<file path="config.mk">
export PLATFORM = sky130hd
export DESIGN_NAME = scie_fir_sequencer
export DESIGN_NICKNAME = d
export VERILOG_FILES = /design/src/rtl/scie_pkg.sv /design/src/rtl/scie_fir_sequencer.sv
export SDC_FILE = /design/constraint.sdc
export NUM_CORES = 1
export LEC_CHECK = 0
export CAP_MARGIN = 20
export CORE_AREA = 2 2 154 156
export DETAILED_ROUTE_END_ITERATION = 10
export DIE_AREA = 0 0 156 158
export PLACE_DENSITY = 0.73
export SKIP_LAST_GASP = 1
export SLEW_MARGIN = 20
export SYNTH_ARGS = -nofsm -noshare
export SYNTH_HDL_FRONTEND = slang
export SYNTH_SLANG_ARGS = --single-unit
</file>
<file path="constraint.sdc">
create_clock -name clk_i -period 3 [get_ports clk_i]
set_clock_uncertainty 0.05 [all_clocks]
set_input_delay 0.9 -clock clk_i [delete_from_list [all_inputs] [get_ports clk_i]]
set_output_delay 0.9 -clock clk_i [all_outputs]
set_load 0.1 [all_outputs]
</file>
<file path="src/rtl/scie_pkg.sv">
// Shared constants and FSM state type for the SCIE FIR sequencer.
package scie_pkg;

    // Default number of complex FIR taps.
    localparam int unsigned NTAPS = 5;

    // Opcodes issued to the downstream SCIE unit.
    localparam logic [7:0] OPC_LOAD = 8'd11;
    localparam logic [7:0] OPC_PUSH = 8'd43;
    localparam logic [7:0] OPC_READ = 8'd91;

    typedef enum logic [2:0] {
        ST_IDLE,
        ST_LOAD,
        ST_PUSH,
        ST_WAIT,
        ST_READ,
        ST_CAPTURE
    } state_e;

endpackage

</file>
<file path="src/rtl/scie_fir_sequencer.sv">
// Sequences coefficient loads and sample push/read commands to a pipelined
// SCIE FIR unit, and holds each filter result until it is consumed.
module scie_fir_sequencer
    import scie_pkg::*;
#(
    parameter int unsigned NTAPS = scie_pkg::NTAPS,
    parameter int unsigned XLEN  = 32
) (
    input  logic            clk_i,
    input  logic            rst_ni,
    input  logic            coef_valid_i,
    output logic            coef_ready_o,
    input  logic [2:0]      coef_idx_i,
    input  logic [XLEN-1:0] coef_real_i,
    input  logic [XLEN-1:0] coef_imag_i,
    input  logic            in_valid_i,
    output logic            in_ready_o,
    input  logic [XLEN-1:0] in_real_i,
    input  logic [XLEN-1:0] in_imag_i,
    output logic            out_valid_o,
    input  logic            out_ready_i,
    output logic [XLEN-1:0] out_real_o,
    output logic [XLEN-1:0] out_imag_o,
    output logic            scie_valid_o,
    output logic [XLEN-1:0] scie_insn_o,
    output logic [XLEN-1:0] scie_rs1_real_o,
    output logic [XLEN-1:0] scie_rs1_imag_o,
    output logic [XLEN-1:0] scie_rs2_o,
    input  logic [XLEN-1:0] scie_rd_real_i,
    input  logic [XLEN-1:0] scie_rd_imag_i,
    output logic            busy_o,
    output logic            coef_err_o
);

    localparam logic [3:0] NTAPS_L = 4'(NTAPS);

    state_e          state_q;
    logic            scie_valid_q;
    logic [XLEN-1:0] scie_insn_q;
    logic [XLEN-1:0] scie_rs1_real_q;
    logic [XLEN-1:0] scie_rs1_imag_q;
    logic [XLEN-1:0] scie_rs2_q;
    logic            out_valid_q;
    logic [XLEN-1:0] out_real_q;
    logic [XLEN-1:0] out_imag_q;
    logic            coef_err_q;

    logic            coef_fire;
    logic            in_fire;
    logic            coef_idx_ok;

    // A pending coefficient wins over a pending sample, so in_ready drops
    // combinationally while coef_valid is high.
    assign coef_ready_o = (state_q == ST_IDLE);
    assign in_ready_o   = (state_q == ST_IDLE) && !out_valid_q && !coef_valid_i;
    assign coef_fire    = coef_valid_i && coef_ready_o;
    assign in_fire      = in_valid_i && in_ready_o;
    assign coef_idx_ok  = ({1'b0, coef_idx_i} < NTAPS_L);

    assign scie_valid_o    = scie_valid_q;
    assign scie_insn_o     = scie_insn_q;
    assign scie_rs1_real_o = scie_rs1_real_q;
    assign scie_rs1_imag_o = scie_rs1_imag_q;
    assign scie_rs2_o      = scie_rs2_q;
    assign out_valid_o     = out_valid_q;
    assign out_real_o      = out_real_q;
    assign out_imag_o      = out_imag_q;
    assign coef_err_o      = coef_err_q;
    assign busy_o          = (state_q != ST_IDLE) || out_valid_q;

    // FSM with registered SCIE command outputs and inline result holding register.
    always_ff @(posedge clk_i or negedge rst_ni) begin
        if (!rst_ni) begin
            state_q         <= ST_IDLE;
            scie_valid_q    <= 1'b0;
            scie_insn_q     <= '0;
            scie_rs1_real_q <= '0;
            scie_rs1_imag_q <= '0;
            scie_rs2_q      <= '0;
            out_valid_q     <= 1'b0;
            out_real_q      <= '0;
            out_imag_q      <= '0;
            coef_err_q      <= 1'b0;
        end else begin
            // Command is a single-cycle pulse; operands hold between commands.
            scie_valid_q <= 1'b0;
            scie_insn_q  <= '0;

            if (out_valid_q && out_ready_i) begin
                out_valid_q <= 1'b0;
                out_real_q  <= '0;
                out_imag_q  <= '0;
            end

            case (state_q)
                ST_IDLE: begin
                    if (coef_fire) begin
                        if (coef_idx_ok) begin
                            state_q         <= ST_LOAD;
                            scie_valid_q    <= 1'b1;
                            scie_insn_q     <= XLEN'(OPC_LOAD);
                            scie_rs1_real_q <= coef_real_i;
                            scie_rs1_imag_q <= coef_imag_i;
                            scie_rs2_q      <= XLEN'(coef_idx_i);
                        end else begin
                            coef_err_q <= 1'b1;
                        end
                    end else if (in_fire) begin
                        state_q         <= ST_PUSH;
                        scie_valid_q    <= 1'b1;
                        scie_insn_q     <= XLEN'(OPC_PUSH);
                        scie_rs1_real_q <= in_real_i;
                        scie_rs1_imag_q <= in_imag_i;
                    end
                end
                ST_LOAD: state_q <= ST_IDLE;
                ST_PUSH: state_q <= ST_WAIT;
                ST_WAIT: begin
                    state_q      <= ST_READ;
                    scie_valid_q <= 1'b1;
                    scie_insn_q  <= XLEN'(OPC_READ);
                end
                ST_READ: state_q <= ST_CAPTURE;
                ST_CAPTURE: begin
                    state_q     <= ST_IDLE;
                    out_valid_q <= 1'b1;
                    out_real_q  <= scie_rd_real_i;
                    out_imag_q  <= scie_rd_imag_i;
                end
                default: state_q <= ST_IDLE;
            endcase
        end
    end

endmodule

</file>
==> results of run 1 <==
==> cells in the mapped netlist <==
library cell / number
dfrtp_1: 139
mux2_2: 123
a22o_1: 64
buf_4: 60
buf_2: 14
buf_6: 12
mux2_1: 5
nor2_1: 4
a21o_1: 2
inv_1: 2
mux2_4: 2
nand2_1: 2
nor3b_1: 2
o21ai_0: 2
a21oi_2: 1
a2bb2oi_1: 1
and3b_1: 1
clkbuf_1: 1
clkbuf_2: 1
conb_1: 1
nand2_2: 1
nand2b_1: 1
nor2b_1: 1
nor3_1: 1
nor3_2: 1
nor4b_4: 1
o211a_1: 1
o211ai_1: 1
o21bai_1: 1
or2_2: 1
xnor2_1: 1
==> stage by stage <==
stage,TNS [ns],hold WS [ns],util,instance area (um^2),instances
final,0,0.3989,0.4440,10240,1102
after global placement,0,0.4152,0.4183,9643,1070
after CTS,0,0.4031,0.4440,10240,1102
after detailed placement,0,0.4298,0.4183,9643,1070
after global routing,0,0.4214,0.4440,10240,1102
after floorplan,-0.3674,0.5067,-,6605,504
==> area by class of cell <==
type                       instances  area share
sequential                       139      0.3398
clock inverter                    14     0.01601
multi-input combinational        275      0.2406
clock buffer                      18     0.04193
inverter                           2   0.0007334
tap                              290     0.03545
timing repair buffer             364      0.3255
==> path summary, 6_finish.rpt <==
kind                            slack (ns)  cells after the start                   to
max in group asynchronous             1.84                      2  scie_rs1_real_o[30]
worst max-delay path                  0.27                      4           in_ready_o
worst min-delay path                  0.40                      1       out_real_o[31]
worst max register to register        0.91                      5   scie_rs1_real_o[2]
min in group clk_i                    0.45                      1       out_imag_o[14]
worst min register to register        0.45                      1       out_imag_o[14]
==> per-layer routing <==
layer	up-vias	GRT usage	wire [um]
met5	-	0	0
met4	0	0.04281	207
met3	11	0.05174	1617
met2	231	0.2484	9194
met1	2326	0.1653	7236
li1	2209	-	-
==> flip-flops by register name (all words and copies together) (netlist names) <==
register	flops
scie_rs2_o	3
out_real_o	32
out_imag_o	32
scie_rs1_imag_o	32
coef_err_o	1
scie_rs1_real_o	32
out_valid_o	1
scie_insn_o	3
state_q	3
==> logic make-up (layout without fill, tap and decap cells) <==
| group | Yosys count | after routing | share of synthesized area |
|---|---|---|---|
| flops | 139 | 139 | 0.5458 |
| mux | 130 | 130 | 0.2309 |
| buf+inv | 90 | 398 | 0.1054 |
| compound gates | 73 | 73 | 0.09857 |
| simple gates | 16 | 16 | 0.01728 |
| other cells | 1 | 55 | 0.0005885 |
| xor+xnor | 1 | 1 | 0.001375 |
==> worst reg2reg max path, cell delays in order, from the launching register on <==
cell and delay (ns):
dfrtp_1 0.51, nor4b_4 0.42, buf_12 0.22, buf_12 0.18, mux2_2 0.35, mux2_2 0.26
==> summary.md, run 1 <==
| Metric | Value |
|---|---|
| Core Area | `between 20000 and 25000 um^2` |
| Layout area overhead | `60.63%` |
| Final setup viols | `0` |
| Share of cells above drive strength 1 | `0.4076` |
| Crit path cell chain | `clkdlybuf4s50_1, buf_4, nor2_4, buf_12` |
| I/O Pins | `398` |
| PortBufs | `between 300 and 400` |
| Setup ws final | `between 0.2 and 0.3 ns` |
| Synth top area share | `0.5458` |
| Synth Instances | `between 400 and 500` |
| Placement Setup Slack | `between 0.09 and 0.1 ns` |
| R2R Path Start | `state_q[1]` |
| Post-detail-place hpwl | `around 14 mm` |
| DRT iter0 DRCs | `roughly 150` |
| Hold-fix buffers, CTS | `0` |
| Max transition margin | `0.5540` |
| CP max stage delay | `approximately 0.42 ns` |
| Vias | `around 4800` |
| Launch point of the worst path | `coef_valid_i` |
| Worst hold path type | `input pin to asynchronous set/reset pin` |
| Root Driver | `clkbuf_16` |
| Largest net degree at the start of global routing | `between 60 and 70` |
| Register area | `between 3000 and 4000 um^2` |
| Vias in the first global route | `about 5000` |
| Status | `finished, final reports clean` |
| Period minus WS final | `between 2 and 3 ns` |
| Pins Over Slew Limit | `0` |
| Area of the mapped netlist | `around 6400 um^2` |
| Critical Path RT | `a little over 2 ns` |
| Worst Tran Pin Value | `between 0.6 and 0.7 ns` |
| Max H-tree Level | `4` |
| GP Congestion | `between 0.7 and 0.8` |
| Period utilisation layout | `0.9100` |
| Crit end category | `primary output` |
| Slowest cell on the critical path | `clkdlybuf4s50_1` |
| Synthesized flop and latch total | `139` |
| Clock Latency Late Sink | `about 0.40 ns` |
| Netlist cell types | `31` |
| Filler cells | `2157` |
| WL/cell | `approximately 17 um` |
| Total CTS buffers | `17` |
| First-pass GRT wire length | `roughly 27 mm` |
| Die Ht | `roughly 160 um` |
| Crit path max fanout | `6` |
| Syn Area/Cell | `between 10 and 15 um^2` |
| Fmax | `366.3 MHz` |
| Congestion Overflow GR | `0` |
| YS warnings | `0` |
| Row cnt | `56` |
| GRT Overall Usage | `0.1429` |
| CTS Sinks | `around 140` |
| Starting density of the core | `0.2764` |
| Most frequent cells in the layout | `clkdlybuf4s50_1 (198), buf_4 (157), dfrtp_1 (139)` |
| Area contributors post-synth | `dfrtp_1 (55%), mux2_2 (22%), a22o_1 (8.8%)` |
| Fin nets | `between 900 and 1000` |
| Worst setup path class | `input pin to primary output` |
| Initial antenna violation count | `0` |
| Die X-Extent | `about 160 um` |
| Max-cap violations | `0` |
| Drt via density | `4.335` |
| Post-CTS sizing | `0` |
| Router iterations before antenna repair | `4` |
| Final WL | `between 15 and 20 mm` |
| CP Buf/Inv Count | `3` |
| Critical path startpoint category | `input pin` |
| Die Area | `24650 um^2` |
| Postcts setup bufs | `0` |
| Unrepaired setup endpoints after global routing | `false` |
| CTS tree | `built` |
| Hold Fails Final Rpt | `0` |
| Leading area contributor after synthesis | `dfrtp_1` |
| Multi-input gate area | `about 2500 um^2` |
| CP top delay family | `buffers and inverters` |
| Antenna Violating Nets Remaining | `0` |
| Reg clk slew, reported paths | `roughly 0.070 ns` |
| Antenna cells | `0` |
| Commonest non-fill, non-tap cell in the layout | `clkdlybuf4s50_1` |
| Arrival @ worst endpoint | `approximately 1.8 ns` |
| Sequential share of the synthesized area | `0.5458` |
| DRC viols | `0` |
| Max Root-Sink Buffers | `2` |
Power of run 1 is not shown: default switching activity piles up to over one toggle a cycle in this logic, so the estimate is an artifact.
==> run 2: changes to the inputs <==
PLACE_DENSITY = 0.61   (was 0.73)
==> summary.md, run 2 (same netlist as run 1, synthesis figures left out) <==
| Metric | Value |
|---|---|
| Status | `finished, final reports clean (unchanged)` |
| Unrepaired setup endpoints after global routing | `false (unchanged)` |
| GP Congestion | `0.7012 (was 0.7149)` |
| Most frequent cells in the layout | `clkdlybuf4s50_1 (198), buf_4 (148), dfrtp_1 (139) (was clkdlybuf4s50_1 (198), buf_4 (157), dfrtp_1 (139))` |
| DRC viols | `0 (unchanged)` |
| Instance count on the critical path | `4 (unchanged)` |
| Worst Tran Pin Value | `0.5643 ns (was 0.6690 ns)` |
| Worst r2r dst | `scie_rs1_real_o[27] (was scie_rs1_real_o[2])` |
| Congestion Overflow GR | `0 (unchanged)` |
| Die Ht | `158 um (unchanged)` |
| Die Area | `24650 um^2 (unchanged)` |
| Final Non-Filler Cells | `1092 (was 1102)` |
| CP top delay family | `buffers and inverters (unchanged)` |
| Crit path max fanout | `6 (unchanged)` |
| Critical path startpoint category | `input pin (unchanged)` |
| Starting density of the core | `0.2764 (unchanged)` |
| Vias | `4724 (was 4777)` |
| Crit end category | `primary output (unchanged)` |
| Setup crit end | `in_ready_o (unchanged)` |
| Max H-tree Level | `4 (unchanged)` |
| Antenna Violating Nets Remaining | `0 (unchanged)` |
| Dpl cells | `1060 (was 1070)` |
| Clock Latency Late Sink | `0.41 ns (was 0.40 ns)` |
| GRT Overall Usage | `0.1443 (was 0.1429)` |
| Cells on worst reg2reg path | `4 (was 5)` |
| Root Driver | `clkbuf_16 (unchanged)` |
| Reg clk slew, reported paths | `0.06 ns (was 0.07 ns)` |
| Slowest cell on the critical path | `clkdlybuf4s50_1 (unchanged)` |
| Hold-fix buffers, CTS | `0 (unchanged)` |
| PortBufs | `342 (unchanged)` |
| Period utilisation layout | `0.9075 (was 0.9100)` |
| Die X-Extent | `156 um (unchanged)` |
| Commonest non-fill, non-tap cell in the layout | `clkdlybuf4s50_1 (unchanged)` |
| Core Area | `23050 um^2 (unchanged)` |
| Share of cells above drive strength 1 | `0.4002 (was 0.4076)` |
| Worst hold margin | `0.3874 ns (was 0.3989 ns)` |
| Hold Fails Final Rpt | `0 (unchanged)` |
| Largest net degree at the start of global routing | `66 (was 65)` |
| Post-detail-place hpwl | `13.51 mm (was 13.72 mm)` |
| CP max stage delay | `0.42 ns (about the same)` |
| R2R Path Start | `state_q[1] (unchanged)` |
| Setup TNS | `0 ns (unchanged)` |
| Antenna cells | `0 (unchanged)` |
| CP Buf/Inv Count | `3 (unchanged)` |
| DRT iter0 DRCs | `140 (was 148)` |
| Row cnt | `56 (unchanged)` |
| Fmax | `367.3 MHz (was 366.3 MHz)` |
| Period minus WS final | `2.722 ns (was 2.730 ns)` |
| Launch point of the worst path | `coef_valid_i (unchanged)` |
| WL/cell | `16.84 um (was 16.57 um)` |
| Setup slack, reg-to-reg | `0.91 ns (about the same)` |
| Critical Path RT | `2.05 ns (about the same)` |
| Worst setup path class | `input pin to primary output (unchanged)` |
| Worst hold path type | `input pin to asynchronous set/reset pin (unchanged)` |
| First-pass GRT wire length | `27.13 mm (was 26.95 mm)` |
| Max Root-Sink Buffers | `2 (unchanged)` |
| Total CTS buffers | `17 (unchanged)` |
| Vias in the first global route | `4844 (was 4955)` |
| Arrival @ worst endpoint | `1.77 ns (was 1.78 ns)` |
| Fin nets | `989 (was 999)` |
| Final setup viols | `0 (unchanged)` |
| Pins Over Slew Limit | `0 (unchanged)` |
| Layout area overhead | `59.65% (was 60.63%)` |
| Final WL | `18.38 mm (was 18.26 mm)` |
| Post-CTS sizing | `0 (unchanged)` |
| Max transition margin | `0.6238 (was 0.5540)` |
| I/O Pins | `398 (unchanged)` |
| Initial antenna violation count | `0 (unchanged)` |
| Crit path cell chain | `clkdlybuf4s50_1, buf_4, nor2_4, buf_12 (unchanged)` |
| Drt via density | `4.326 (was 4.335)` |
| Postcts setup bufs | `0 (unchanged)` |
| CTS Sinks | `139 (unchanged)` |
| Filler cells | `2199 (was 2157)` |
| Router iterations before antenna repair | `4 (unchanged)` |
| CTS tree | `built (unchanged)` |
| Max-cap violations | `0 (unchanged)` |
==> run 2: cell count changes in the layout (fill, tap and decap cells not counted) <==
cell	before	now
buf_4	157	148
clkinv_4	4	1
clkbuf_8	0	2
inv_8	2	0
buf_12	8	7
bufinv_16	2	3
clkinvlp_4	2	3
inv_6	3	4
==> run 2: how the worst min path moves through the flow <==
stage	startpoint	to	slack, ns	depth (start not counted)
final	rst_ni	scie_rs1_real_o[0]	0.39	1
after global routing	rst_ni	scie_rs1_real_o[16]	0.40	1
after CTS	rst_ni	scie_rs1_real_o[0]	0.39	1
after detailed placement	coef_err_o	coef_err_o	0.42	1
after global placement	coef_err_o	coef_err_o	0.43	1
after floorplan	state_q[2]	state_q[1]	0.51	2
==> run 2: metrics by stage <==
step                cell area [um^2]    util  setup slack, ns
floorplan                       6605       -          -0.3674
global placement                9555  0.4145           0.1522
detailed placement              9555  0.4145           0.1229
CTS                            10170  0.4413           0.2728
global route                   10170  0.4413           0.2339
finish                         10170  0.4413           0.2776
==> run 2: routing by layer <==
layer | vias up | track usage | part of all wire
met3 | 19 | 0.05448 | 0.093
met2 | 228 | 0.2432 | 0.49
met1 | 2284 | 0.1684 | 0.40
li1 | 2193 | - | -
met4 | 0 | 0.05242 | 0.017
met5 | - | 0 | 0
==> run 2: area by class of cell <==
class / count / area [um^2] / share of cell area
clock buffers: 20 / 456.7 / 0.04489
clock inverters: 12 / 161.4 / 0.01587
inverters: 2 / 7.507 / 0.0007379
well taps: 290 / 362.8 / 0.03567
repair buffers: 354 / 3244 / 0.3189
flip-flops and latches: 139 / 3478 / 0.3419
multi-input cells: 275 / 2462 / 0.2420
Power of run 2 is left out for the same reason.
